[config.mk]
export PLATFORM = sky130hd
export DESIGN_NAME = alu_seq_ctrl_flat
export DESIGN_NICKNAME = d
export VERILOG_FILES = /design/src/rtl/alu_seq_pkg.sv /design/src/rtl/alu_seq_ctrl_if.sv /design/src/rtl/alu_seq_decode.sv /design/src/rtl/alu_seq_ctrl.sv /design/src/flat_wrapper.sv
export SDC_FILE = /design/constraint.sdc
export NUM_CORES = 1
export LEC_CHECK = 0
export ABC_AREA = 1
export ABC_CLOCK_PERIOD_IN_PS = 2000
export CORE_ASPECT_RATIO = 1.5
export CORE_MARGIN = 5
export CORE_UTILIZATION = 30
export DETAILED_ROUTE_END_ITERATION = 10
export HOLD_SLACK_MARGIN = 0.12
export PLACE_DENSITY = 0.66
export SETUP_SLACK_MARGIN = 0.05
export SLEW_MARGIN = 20
export SYNTH_ARGS = -nofsm -noshare
export SYNTH_HDL_FRONTEND = slang
export SYNTH_SLANG_ARGS = --single-unit
[constraint.sdc]
create_clock -name clock -period 2 [get_ports clock]
set_clock_uncertainty 0.05 [all_clocks]
set_input_delay 0.3 -clock clock [delete_from_list [all_inputs] [get_ports clock]]
set_output_delay 0.3 -clock clock [all_outputs]
set_load 0.01 [all_outputs]
[src/rtl/alu_seq_pkg.sv]
// Shared opcodes, instruction field positions and FSM state encoding for the ALU sequencer.
package alu_seq_pkg;

  localparam logic [31:0] PC_RESET    = 32'h0;
  localparam logic [5:0]  HALT_OPCODE = 6'd63;

  localparam logic [5:0] OP_ADD    = 6'd0;
  localparam logic [5:0] OP_SUB    = 6'd1;
  localparam logic [5:0] OP_SHL    = 6'd2;
  localparam logic [5:0] OP_SHR    = 6'd3;
  localparam logic [5:0] OP_LOAD   = 6'd5;
  localparam logic [5:0] OP_REG_HI = 6'd7;
  localparam logic [5:0] OP_CMP_LO = 6'd8;
  localparam logic [5:0] OP_CMP_HI = 6'd10;
  localparam logic [5:0] OP_F2_LO  = 6'd11;
  localparam logic [5:0] OP_F2_HI  = 6'd13;
  localparam logic [5:0] OP_JMP    = 6'd14;
  localparam logic [5:0] OP_JCOND  = 6'd15;
  localparam logic [5:0] OP_NOP    = 6'd62;

  localparam int OP_MSB  = 31;
  localparam int OP_LSB  = 26;
  localparam int RD_MSB  = 25;
  localparam int RD_LSB  = 23;
  localparam int RS_MSB  = 22;
  localparam int RS_LSB  = 20;
  localparam int HL_BIT  = 16;
  localparam int IMM_MSB = 15;
  localparam int IMM_LSB = 0;

  typedef enum logic [2:0] {
    ST_IDLE   = 3'd0,
    ST_FETCH  = 3'd1,
    ST_DECODE = 3'd2,
    ST_EXEC   = 3'd3,
    ST_WB     = 3'd4,
    ST_HALT   = 3'd5
  } state_e;

endpackage

[src/rtl/alu_seq_ctrl_if.sv]
// Memory, register-file and ALU signals of the sequencer; master = sequencer, slave = core side.
interface alu_seq_ctrl_if;

  logic        imem_req;
  logic [31:0] imem_addr;
  logic        imem_ack;
  logic [31:0] imem_rdata;

  logic [2:0]  rf_ra;
  logic [2:0]  rf_rb;
  logic [2:0]  rf_wa;
  logic        rf_we;
  logic [31:0] rf_wdata;

  logic [5:0]  alu_instr;
  logic [15:0] alu_value;
  logic        alu_highlow;
  logic        alu_f1;
  logic        alu_f2;
  logic [31:0] alu_c;
  logic        alu_f3;
  logic        alu_addrch;
  logic [31:0] alu_naddr;

  modport master (
    output imem_req, imem_addr,
    input  imem_ack, imem_rdata,
    output rf_ra, rf_rb, rf_wa, rf_we, rf_wdata,
    output alu_instr, alu_value, alu_highlow, alu_f1, alu_f2,
    input  alu_c, alu_f3, alu_addrch, alu_naddr
  );

  modport slave (
    input  imem_req, imem_addr,
    output imem_ack, imem_rdata,
    input  rf_ra, rf_rb, rf_wa, rf_we, rf_wdata,
    input  alu_instr, alu_value, alu_highlow, alu_f1, alu_f2,
    output alu_c, alu_f3, alu_addrch, alu_naddr
  );

endinterface

[src/rtl/alu_seq_decode.sv]
// Opcode classifier: which writeback target an instruction uses, and whether it halts.
module alu_seq_decode
  import alu_seq_pkg::*;
(
  input  logic [5:0] opcode_i,
  output logic       wb_reg_o,
  output logic       wb_f1_o,
  output logic       wb_f2_o,
  output logic       is_halt_o
);

  // Jumps (14, 15) and 16..62 fall through every range and write nothing.
  assign wb_reg_o  = (opcode_i <= OP_REG_HI);
  assign wb_f1_o   = (opcode_i >= OP_CMP_LO) && (opcode_i <= OP_CMP_HI);
  assign wb_f2_o   = (opcode_i >= OP_F2_LO) && (opcode_i <= OP_F2_HI);
  assign is_halt_o = (opcode_i == HALT_OPCODE);

endmodule

[src/rtl/alu_seq_ctrl.sv]
// Multi-cycle fetch/decode/exec/writeback sequencer driving the ALU and register file.
// Optional build macro ALU_SEQ_PERF_EN adds the retired / stall_cycles counters.
//
// state  | meaning
// IDLE   | waiting for start
// FETCH  | imem_req high until imem_ack, instruction latched on ack
// DECODE | fields presented to register file and ALU
// EXEC   | ALU results captured
// WB     | register/flag write, PC update
// HALT   | stopped, left only by reset
module alu_seq_ctrl
  import alu_seq_pkg::*;
(
  input  logic         clock,
  input  logic         reset_n,
  input  logic         start,
  output logic         busy,
  output logic         halted,
  output logic [31:0]  pc,
`ifdef ALU_SEQ_PERF_EN
  output logic [31:0]  retired,
  output logic [31:0]  stall_cycles,
`endif
  alu_seq_ctrl_if.master bus
);

  state_e      state_q, state_d;
  logic [31:0] pc_q, pc_d;
  logic [31:0] ir_q, ir_d;
  logic [31:0] c_q, c_d;
  logic [31:0] naddr_q, naddr_d;
  logic        f3_q, f3_d;
  logic        addrch_q, addrch_d;
  logic        f1_q, f1_d;
  logic        f2_q, f2_d;

  logic [5:0]  opcode;
  logic        wb_reg, wb_f1, wb_f2, is_halt;
  logic        unused_ir_bits;

  assign opcode         = ir_q[OP_MSB:OP_LSB];
  assign unused_ir_bits = ^ir_q[19:17];

  alu_seq_decode u_decode (
    .opcode_i  (opcode),
    .wb_reg_o  (wb_reg),
    .wb_f1_o   (wb_f1),
    .wb_f2_o   (wb_f2),
    .is_halt_o (is_halt)
  );

  always_ff @(posedge clock or negedge reset_n) begin
    if (!reset_n) state_q <= ST_IDLE;
    else          state_q <= state_d;
  end

  always_comb begin
    state_d = state_q;
    unique case (state_q)
      ST_IDLE:   if (start) state_d = ST_FETCH;
      ST_FETCH:  if (bus.imem_ack) state_d = ST_DECODE;
      ST_DECODE: state_d = is_halt ? ST_HALT : ST_EXEC;
      ST_EXEC:   state_d = ST_WB;
      ST_WB:     state_d = ST_FETCH;
      ST_HALT:   state_d = ST_HALT;
      default:   state_d = ST_IDLE;
    endcase
  end

  always_comb begin
    busy          = (state_q != ST_IDLE) && (state_q != ST_HALT);
    halted        = (state_q == ST_HALT);
    bus.imem_req  = (state_q == ST_FETCH);
    bus.rf_we     = (state_q == ST_WB) && wb_reg;
    bus.alu_instr = OP_NOP;
    if ((state_q == ST_DECODE) || (state_q == ST_EXEC) || (state_q == ST_WB))
      bus.alu_instr = opcode;
  end

  always_comb begin
    pc_d     = pc_q;
    ir_d     = ir_q;
    c_d      = c_q;
    naddr_d  = naddr_q;
    f3_d     = f3_q;
    addrch_d = addrch_q;
    f1_d     = f1_q;
    f2_d     = f2_q;
    if ((state_q == ST_FETCH) && bus.imem_ack)
      ir_d = bus.imem_rdata;
    if (state_q == ST_EXEC) begin
      c_d      = bus.alu_c;
      naddr_d  = bus.alu_naddr;
      f3_d     = bus.alu_f3;
      addrch_d = bus.alu_addrch;
    end
    if (state_q == ST_WB) begin
      pc_d = addrch_q ? naddr_q : (pc_q + 32'd1);
      if (wb_f1) f1_d = f3_q;
      if (wb_f2) f2_d = f3_q;
    end
  end

  always_ff @(posedge clock or negedge reset_n) begin
    if (!reset_n) begin
      pc_q     <= PC_RESET;
      ir_q     <= '0;
      c_q      <= '0;
      naddr_q  <= '0;
      f3_q     <= 1'b0;
      addrch_q <= 1'b0;
      f1_q     <= 1'b0;
      f2_q     <= 1'b0;
    end else begin
      pc_q     <= pc_d;
      ir_q     <= ir_d;
      c_q      <= c_d;
      naddr_q  <= naddr_d;
      f3_q     <= f3_d;
      addrch_q <= addrch_d;
      f1_q     <= f1_d;
      f2_q     <= f2_d;
    end
  end

  assign pc              = pc_q;
  assign bus.imem_addr   = pc_q;
  assign bus.rf_ra       = ir_q[RD_MSB:RD_LSB];
  assign bus.rf_rb       = ir_q[RS_MSB:RS_LSB];
  assign bus.rf_wa       = ir_q[RD_MSB:RD_LSB];
  assign bus.rf_wdata    = c_q;
  assign bus.alu_value   = ir_q[IMM_MSB:IMM_LSB];
  assign bus.alu_highlow = ir_q[HL_BIT];
  assign bus.alu_f1      = f1_q;
  assign bus.alu_f2      = f2_q;

`ifdef ALU_SEQ_PERF_EN
  logic [31:0] retired_q, retired_d;
  logic [31:0] stall_q, stall_d;

  always_comb begin
    retired_d = retired_q;
    stall_d   = stall_q;
    if (state_q == ST_WB) retired_d = retired_q + 32'd1;
    if ((state_q == ST_FETCH) && !bus.imem_ack) stall_d = stall_q + 32'd1;
  end

  always_ff @(posedge clock or negedge reset_n) begin
    if (!reset_n) begin
      retired_q <= '0;
      stall_q   <= '0;
    end else begin
      retired_q <= retired_d;
      stall_q   <= stall_d;
    end
  end

  assign retired      = retired_q;
  assign stall_cycles = stall_q;
`endif

endmodule

[src/flat_wrapper.sv]
// flat-port wrapper written by rule: the top's interface ports become plain ports
module alu_seq_ctrl_flat import alu_seq_pkg::*;
  (clock, reset_n, start, busy, halted, pc, bus_imem_req, bus_imem_addr, bus_imem_ack, bus_imem_rdata, bus_rf_ra, bus_rf_rb, bus_rf_wa, bus_rf_we, bus_rf_wdata, bus_alu_instr, bus_alu_value, bus_alu_highlow, bus_alu_f1, bus_alu_f2, bus_alu_c, bus_alu_f3, bus_alu_addrch, bus_alu_naddr);
  alu_seq_ctrl_if bus_i ();
  input  logic clock;
  input  logic reset_n;
  input  logic start;
  output logic busy;
  output logic halted;
  output logic [31:0] pc;
  output wire logic [$bits(bus_i.imem_req)-1:0] bus_imem_req;
  output wire logic [$bits(bus_i.imem_addr)-1:0] bus_imem_addr;
  input wire logic [$bits(bus_i.imem_ack)-1:0] bus_imem_ack;
  input wire logic [$bits(bus_i.imem_rdata)-1:0] bus_imem_rdata;
  output wire logic [$bits(bus_i.rf_ra)-1:0] bus_rf_ra;
  output wire logic [$bits(bus_i.rf_rb)-1:0] bus_rf_rb;
  output wire logic [$bits(bus_i.rf_wa)-1:0] bus_rf_wa;
  output wire logic [$bits(bus_i.rf_we)-1:0] bus_rf_we;
  output wire logic [$bits(bus_i.rf_wdata)-1:0] bus_rf_wdata;
  output wire logic [$bits(bus_i.alu_instr)-1:0] bus_alu_instr;
  output wire logic [$bits(bus_i.alu_value)-1:0] bus_alu_value;
  output wire logic [$bits(bus_i.alu_highlow)-1:0] bus_alu_highlow;
  output wire logic [$bits(bus_i.alu_f1)-1:0] bus_alu_f1;
  output wire logic [$bits(bus_i.alu_f2)-1:0] bus_alu_f2;
  input wire logic [$bits(bus_i.alu_c)-1:0] bus_alu_c;
  input wire logic [$bits(bus_i.alu_f3)-1:0] bus_alu_f3;
  input wire logic [$bits(bus_i.alu_addrch)-1:0] bus_alu_addrch;
  input wire logic [$bits(bus_i.alu_naddr)-1:0] bus_alu_naddr;
  assign bus_imem_req = bus_i.imem_req;
  assign bus_imem_addr = bus_i.imem_addr;
  assign bus_i.imem_ack = bus_imem_ack;
  assign bus_i.imem_rdata = bus_imem_rdata;
  assign bus_rf_ra = bus_i.rf_ra;
  assign bus_rf_rb = bus_i.rf_rb;
  assign bus_rf_wa = bus_i.rf_wa;
  assign bus_rf_we = bus_i.rf_we;
  assign bus_rf_wdata = bus_i.rf_wdata;
  assign bus_alu_instr = bus_i.alu_instr;
  assign bus_alu_value = bus_i.alu_value;
  assign bus_alu_highlow = bus_i.alu_highlow;
  assign bus_alu_f1 = bus_i.alu_f1;
  assign bus_alu_f2 = bus_i.alu_f2;
  assign bus_i.alu_c = bus_alu_c;
  assign bus_i.alu_f3 = bus_alu_f3;
  assign bus_i.alu_addrch = bus_alu_addrch;
  assign bus_i.alu_naddr = bus_alu_naddr;
  alu_seq_ctrl u_core (.clock(clock), .reset_n(reset_n), .start(start), .busy(busy), .halted(halted), .pc(pc), .bus(bus_i));
endmodule
# Yosys cells after proc, flatten, opt, wreduce, memory -nomap -nowiden

Index checks and enable logic that the tools add are counted.

Logic and storage cells: 42
Latch bits: 0
Bits in read-only memories: 0
Input port bits: 102
Memories: 0
Memory bits (writable): 0
Register bits: 135
Output and inout port bits: 134

Multipliers: 0
Bitwise logic cells: 0
Mux-type cells: 6
Add/sub/neg operators: 1
$lt $le $gt $ge: 5
Reduce and logical (&&, ||, !) cells: 12
Div/mod/pow operators: 0
Shifts and indexed selects: 0
Equality and inequality tests: 9

Operators by type and width:

| kind                                                                                 | number |
|---|---|
| 32-bit by 1-bit adder with 32-bit output (second input constant)                     | 1 |
| 32-bit two-way mux                                                                   | 1 |
| 3-bit case mux with 6 select lines                                                   | 1 |
| 6-bit by 4-bit greater-or-equal comparator with 1-bit output (second input constant) | 2 |
| 6-bit by 4-bit <= comparator with 1-bit output (second input constant)               | 2 |
| 3-bit two-way mux                                                                    | 3 |
| 3-bit by 2-bit == test with 1-bit output (second input constant)                     | 2 |
| 3-bit == test (second input constant)                                                | 2 |
| 6-bit == test (second input constant)                                                | 1 |
| 6-bit by 3-bit <= comparator with 1-bit output (second input constant)               | 1 |
| 6-bit two-way mux                                                                    | 1 |
| 2-bit AND reduction                                                                  | 3 |
| 1-bit logical AND                                                                    | 5 |
| 3-bit by 1-bit == test with 1-bit output (second input constant)                     | 1 |
| 3-bit logical NOT                                                                    | 1 |
| 3-bit inequality test (second input constant)                                        | 1 |
| 3-bit nonzero test                                                                   | 1 |
| 1-bit logical OR                                                                     | 2 |
| 2-bit by 1-bit inequality test with 1-bit output (second input constant)             | 1 |
| 2-bit inequality test (second input constant)                                        | 1 |

# Longest topological paths before layout

Word-level depth: 4
Gate-level depth with buffers: 10

# Cells and area by module

Synthesis repeated with hierarchy kept, for this count alone.

Cell total of the unflattened synthesis: 763
Area, all modules: 6,722.7 sq um

Modules (own cells, without submodules):

| module         | times used | area an instance (sq um) | cells each |
|---|---|---|---|
| alu_seq_ctrl   | 1          | 6,653.9                  | 746 |
| alu_seq_decode | 1          | 68.8                     | 17 |

# Worst setup path before layout

Ideal clock, no wire load.

Kind: reg-to-reg
From: reg u_core.pc_q[0], in the netlist u_core.bus.imem_addr[0]
To: reg u_core.pc_q[24], in the netlist u_core.bus.imem_addr[24]
Cell stages (with the launch flop): 11
Data arrival time: 1.408 ns
Clock period less this slack: 1.575 ns
Buffers on the path: 0
Slack: 0.425 ns
Cells stage by stage: dfrtp_1 ha_1 nand2_1 nor2_2 nand2_2 nor2_2 nand2_1 nand2_1 nand3_1 nand2_1 nand2_1

Cells in the longest elaborated chain, start to end: 2

RTL lines:

| item                                     | RTL line            | text |
|---|---|---|
| start, declared                          | alu_seq_ctrl.sv:28  | `logic [31:0] pc_q, pc_d;` |
| start signal, assigned                   | alu_seq_ctrl.sv:115 | `pc_q <= pc_d;` |
| 32-bit by 1-bit adder with 32-bit output | alu_seq_ctrl.sv:98  | `pc_d = addrch_q ? naddr_q : (pc_q + 32'd1);` |
| 32-bit two-way mux                       | alu_seq_ctrl.sv:98  |  |

Every way passes these cells.
A chain may end at the register's enable or synchronous reset.

# Worst setup path after layout

From: reg u_core.state_q[0]
To: out bus_alu_instr[1]

Cells in the longest elaborated chain, start to end: 4

RTL lines:

| item                                     | RTL line           | text |
|---|---|---|
| start, declared                          | alu_seq_ctrl.sv:27 | `state_e state_q, state_d;` |
| start signal, assigned                   | alu_seq_ctrl.sv:54 | `else state_q <= state_d;` |
| 3-bit by 2-bit == test with 1-bit output | alu_seq_ctrl.sv:76 | `if ((state_q == ST_DECODE) \|\| (state_q == ST_EXEC) \|\| (state_q == ST_WB))` |
| 1-bit logical OR                         | alu_seq_ctrl.sv:76 |  |
| 1-bit logical OR *                       | alu_seq_ctrl.sv:76 |  |
| 6-bit two-way mux *                      | alu_seq_ctrl.sv:76 |  |
| end, declared                            | flat_wrapper.sv:20 | `output wire logic [$bits(bus_i.alu_instr)-1:0] bus_alu_instr;` |

Mark *: on every way between the ends. The rest lies on a longest branch, timed or not.

==> flow_summary_export.csv <==
group,metric,value,unit
place,dp_hpwl,14600,um
status,status,"complete, no violations",
global_route,grt_pass1_wl,30000,um
floorplan,die_y,195,um
clocking,htree_num_levels,4,
place,port_buffers,232,
drt,num_vias,5712,
drt,drt_wl_total,19300,um
global_route,grt-ovfl-total,0,
clocking,cts_tree,"built",
clocking,clockBufferDepth,2,
logic_synthesis,synth_common_cells,"nand2_1, dfrtp_1, nor2_1",
cells_and_area,layout-drive-gt1-share,0.161,
drt,antenna_left,0,
logic_synthesis,synth_top_area_share,0.484,
critical_path,r2r_end,"u_core.bus.imem_addr[4]",
cells_and_area,final_nets,1066,
floorplan,core,0.0224,mm^2
sta,hold_ws,0.337,ns
logic_synthesis,syn-num-nets,866,
floorplan,io_pins,236,
clocking,cts_sinks,132,
power,p_total,16100,uW
place,placed_area,0.00914,mm^2
floorplan,die-area,0.0259,mm^2
floorplan,rows,67,
power,p_comb_frac,0.465,
drt,drtPass1Iterations,4,
power,power.internal,10500,uW
logic_synthesis,yosys.area.top_type,"dfrtp_1",
logic_synthesis,synth_cell_types,32,
global_route,antenna_found_initial,6,
critical_path,r2r_slack,0.20,ns
logic_synthesis,synth_area_per_cell,8.95,um^2
logic_synthesis,synth_warnings,0,
sta,hold_viol_final,0,
cells_and_area,final_cell_area,0.00995,mm^2
logic_synthesis,synth_ff_type,"dfrtp_1",
logic_synthesis,syn_area,0.00683,mm^2
sta,tightestPinTransition,0.467,ns
sta,post-route-period-util,0.956,
power,p_sw,5560,uW
power,p_sw_frac,0.346,
sta,grt_setup_unrepaired,"yes",
sta,max_slew_margin,0.689,
logic_synthesis,syn_inst,763,
power,p_clk_frac,0.218,
power,power_density,1610,mW/mm^2
clocking,clk_latency,0.42,ns
critical_path,ff2ff_path_depth,11,
drt,viasPerCell,4.56,
power,peakVddDrop,0.000805,V
clocking,cts_buffers,17,
clocking,cts_root_buf,"clkbuf_16",
critical_path,crit_path_max_fanout,3,
sta,period_needed,1.91,ns
cells_and_area,synthToLayoutAreaGrowth,45.8,%
critical_path,critPathRequiredTime,1.65,ns
drt,drt-initial-drc-count,261,
clocking,cts.clk_slew.worst_paths,0.06,ns
run,cap_violations,0,
global_route,grt_use_total,0.146,
logic_synthesis,synthArstFlopShare,1.00,
power,leakagePower,0.00448,uW
sta,drv_slew,0,
critical_path,cp-end-kind,"output pin",
min_path,hp-class,"in -> async",
logic_synthesis,yosysSeqAreaShare,0.484,
drt,avgRoutedWirePerCell,15.4,um
logic_synthesis,yosysMostFrequentCell,"nand2_1",
floorplan,die_w,133,um
global_route,first_global_vias,5817,
critical_path,crit_arrival,1.56,ns
place,gp_congestion,0.862,
critical_path,critPathLaunchType,"flop",
floorplan,initial_core_util,0.305,
logic_synthesis,synthTopCellsByArea,"dfrtp_1, nand2_1, buf_4, mux2_2, a21oi_1",
global_route,grt_max_degree,49,
logic_synthesis,synth_edf_count,0,
critical_path,critical_path_class,"reg -> out",
logic_synthesis,ys_seq_elements,132,
critical_path,worstReg2RegStart,"u_core.state_q[0]",
power,seqPwrFrac,0.317,
sta,setup_viol,0,
drt,drc,0,
sta,fmax,523,MHz
==> layout by cell type, fill, tap and decap left out, drive strengths merged <==
cell type and n:
o211a 1, or2 3, a31oi 1, nor2 87, nand4 1, mux2 72, clkdlybuf4s15 1, clkinvlp 2
nand2 163, inv 80, buf 33, nand3b 1, clkinv 1, ha 1, o21a 1, diode 1
nor3 3, o21ai 30, nand3 38, o22ai 3, o211ai 1, dfrtp 132, dlygate4sd3 1, clkbuf 32
bufinv 5, clkdlybuf4s50 221, o221ai 1, a21oi 61
==> flip-flops by register name, summed over array words and instances, names as in the netlist <==
register / count
u_core.bus.alu_f2: 1
u_core.ir_q: 29
u_core.bus.alu_f1: 1
u_core.f3_q: 1
u_core.state_q: 3
u_core.bus.rf_wdata: 32
u_core.naddr_q: 32
u_core.addrch_q: 1
u_core.bus.imem_addr: 32
==> cell type report <==
type	count	area, um^2
Antenna cell	1	2.50
Tap cell	276	345
Fill cell	2098	12400
Timing Repair Buffer	264	2660
Inverter	80	300
Multi-Input combinational cell	468	2680
Sequential cell	132	3300
Clock buffer	24	492
Clock inverter	8	170
==> routing by layer <==
layer	up-vias	track usage	wire, um	share of wire
met1	2679	0.147	7010	0.36
met5	-	0	67	0.0035
li1	2800	-	-	-
met4	10	0.0667	600	0.031
met2	175	0.264	10200	0.53
met3	48	0.0541	1360	0.071
==> timing repair <==
action / CTS / global route
hold endpoints to repair: 44 / 0
cloned: 0 / 2
hold buffers: 1 / 0
endpoints found under the setup margin: 10 / 21
pin swaps: 3 / 4
buffers inserted: 8 / 0
resized for setup: 29 / 28
==> worst max path at each step <==
stage	start	end	slack (ns)	cells after the start
after global placement	u_core.state_q[0]	bus_alu_instr[1]	0.09	6
after floorplan	u_core.bus.imem_addr[0]	u_core.bus.imem_addr[24]	0.43	10
after global routing	u_core.state_q[0]	bus_rf_we	-0.006	7
after CTS	u_core.state_q[1]	bus_alu_instr[2]	0.05	7
final	u_core.state_q[0]	bus_alu_instr[1]	0.09	6
after detailed placement	u_core.state_q[0]	bus_alu_instr[2]	0.08	7
==> critical path: stages (launching register included) <==
cell and delay (ns):
dfrtp_1 0.40, nor2_2 0.16, nand2_1 0.10, inv_2 0.09, a21oi_4 0.04, or2_4 0.23
buf_6 0.12
==> kinds of logic (layout without fill, tap and decap cells) <==
group | Yosys count | in the layout | share of synthesized area
compound gates | 99 | 99 | 0.0753
fa+ha+maj | 1 | 1 | 0.00183
buf+inv | 163 | 376 | 0.131
flops | 132 | 132 | 0.484
mux | 72 | 72 | 0.130
other cells | 0 | 1 | 0
simple gates | 296 | 296 | 0.179
==> power groups by stage <==
stage                     sequential [uW]  clock [uW]  combinational, uW
after CTS                            5100        3580               7510
after global routing                 5310        3680               8100
after floorplan                      5170           0               4160
after global placement               5070           0               7310
after detailed placement             5130           0               7410
final                                5090        3500               7470
==> metrics by stage <==
step,std cells,setup TNS (ns),utilization,setup WS (ns)
floorplan,763,0,-,0.425
global placement,1210,0,0.408,0.0888
detailed placement,1210,0,0.408,0.0804
CTS,1251,0,0.442,0.0539
global route,1253,-0.00711,0.445,-0.00626
finish,1253,0,0.445,0.0883
Power figures use the tool's default switching activity.
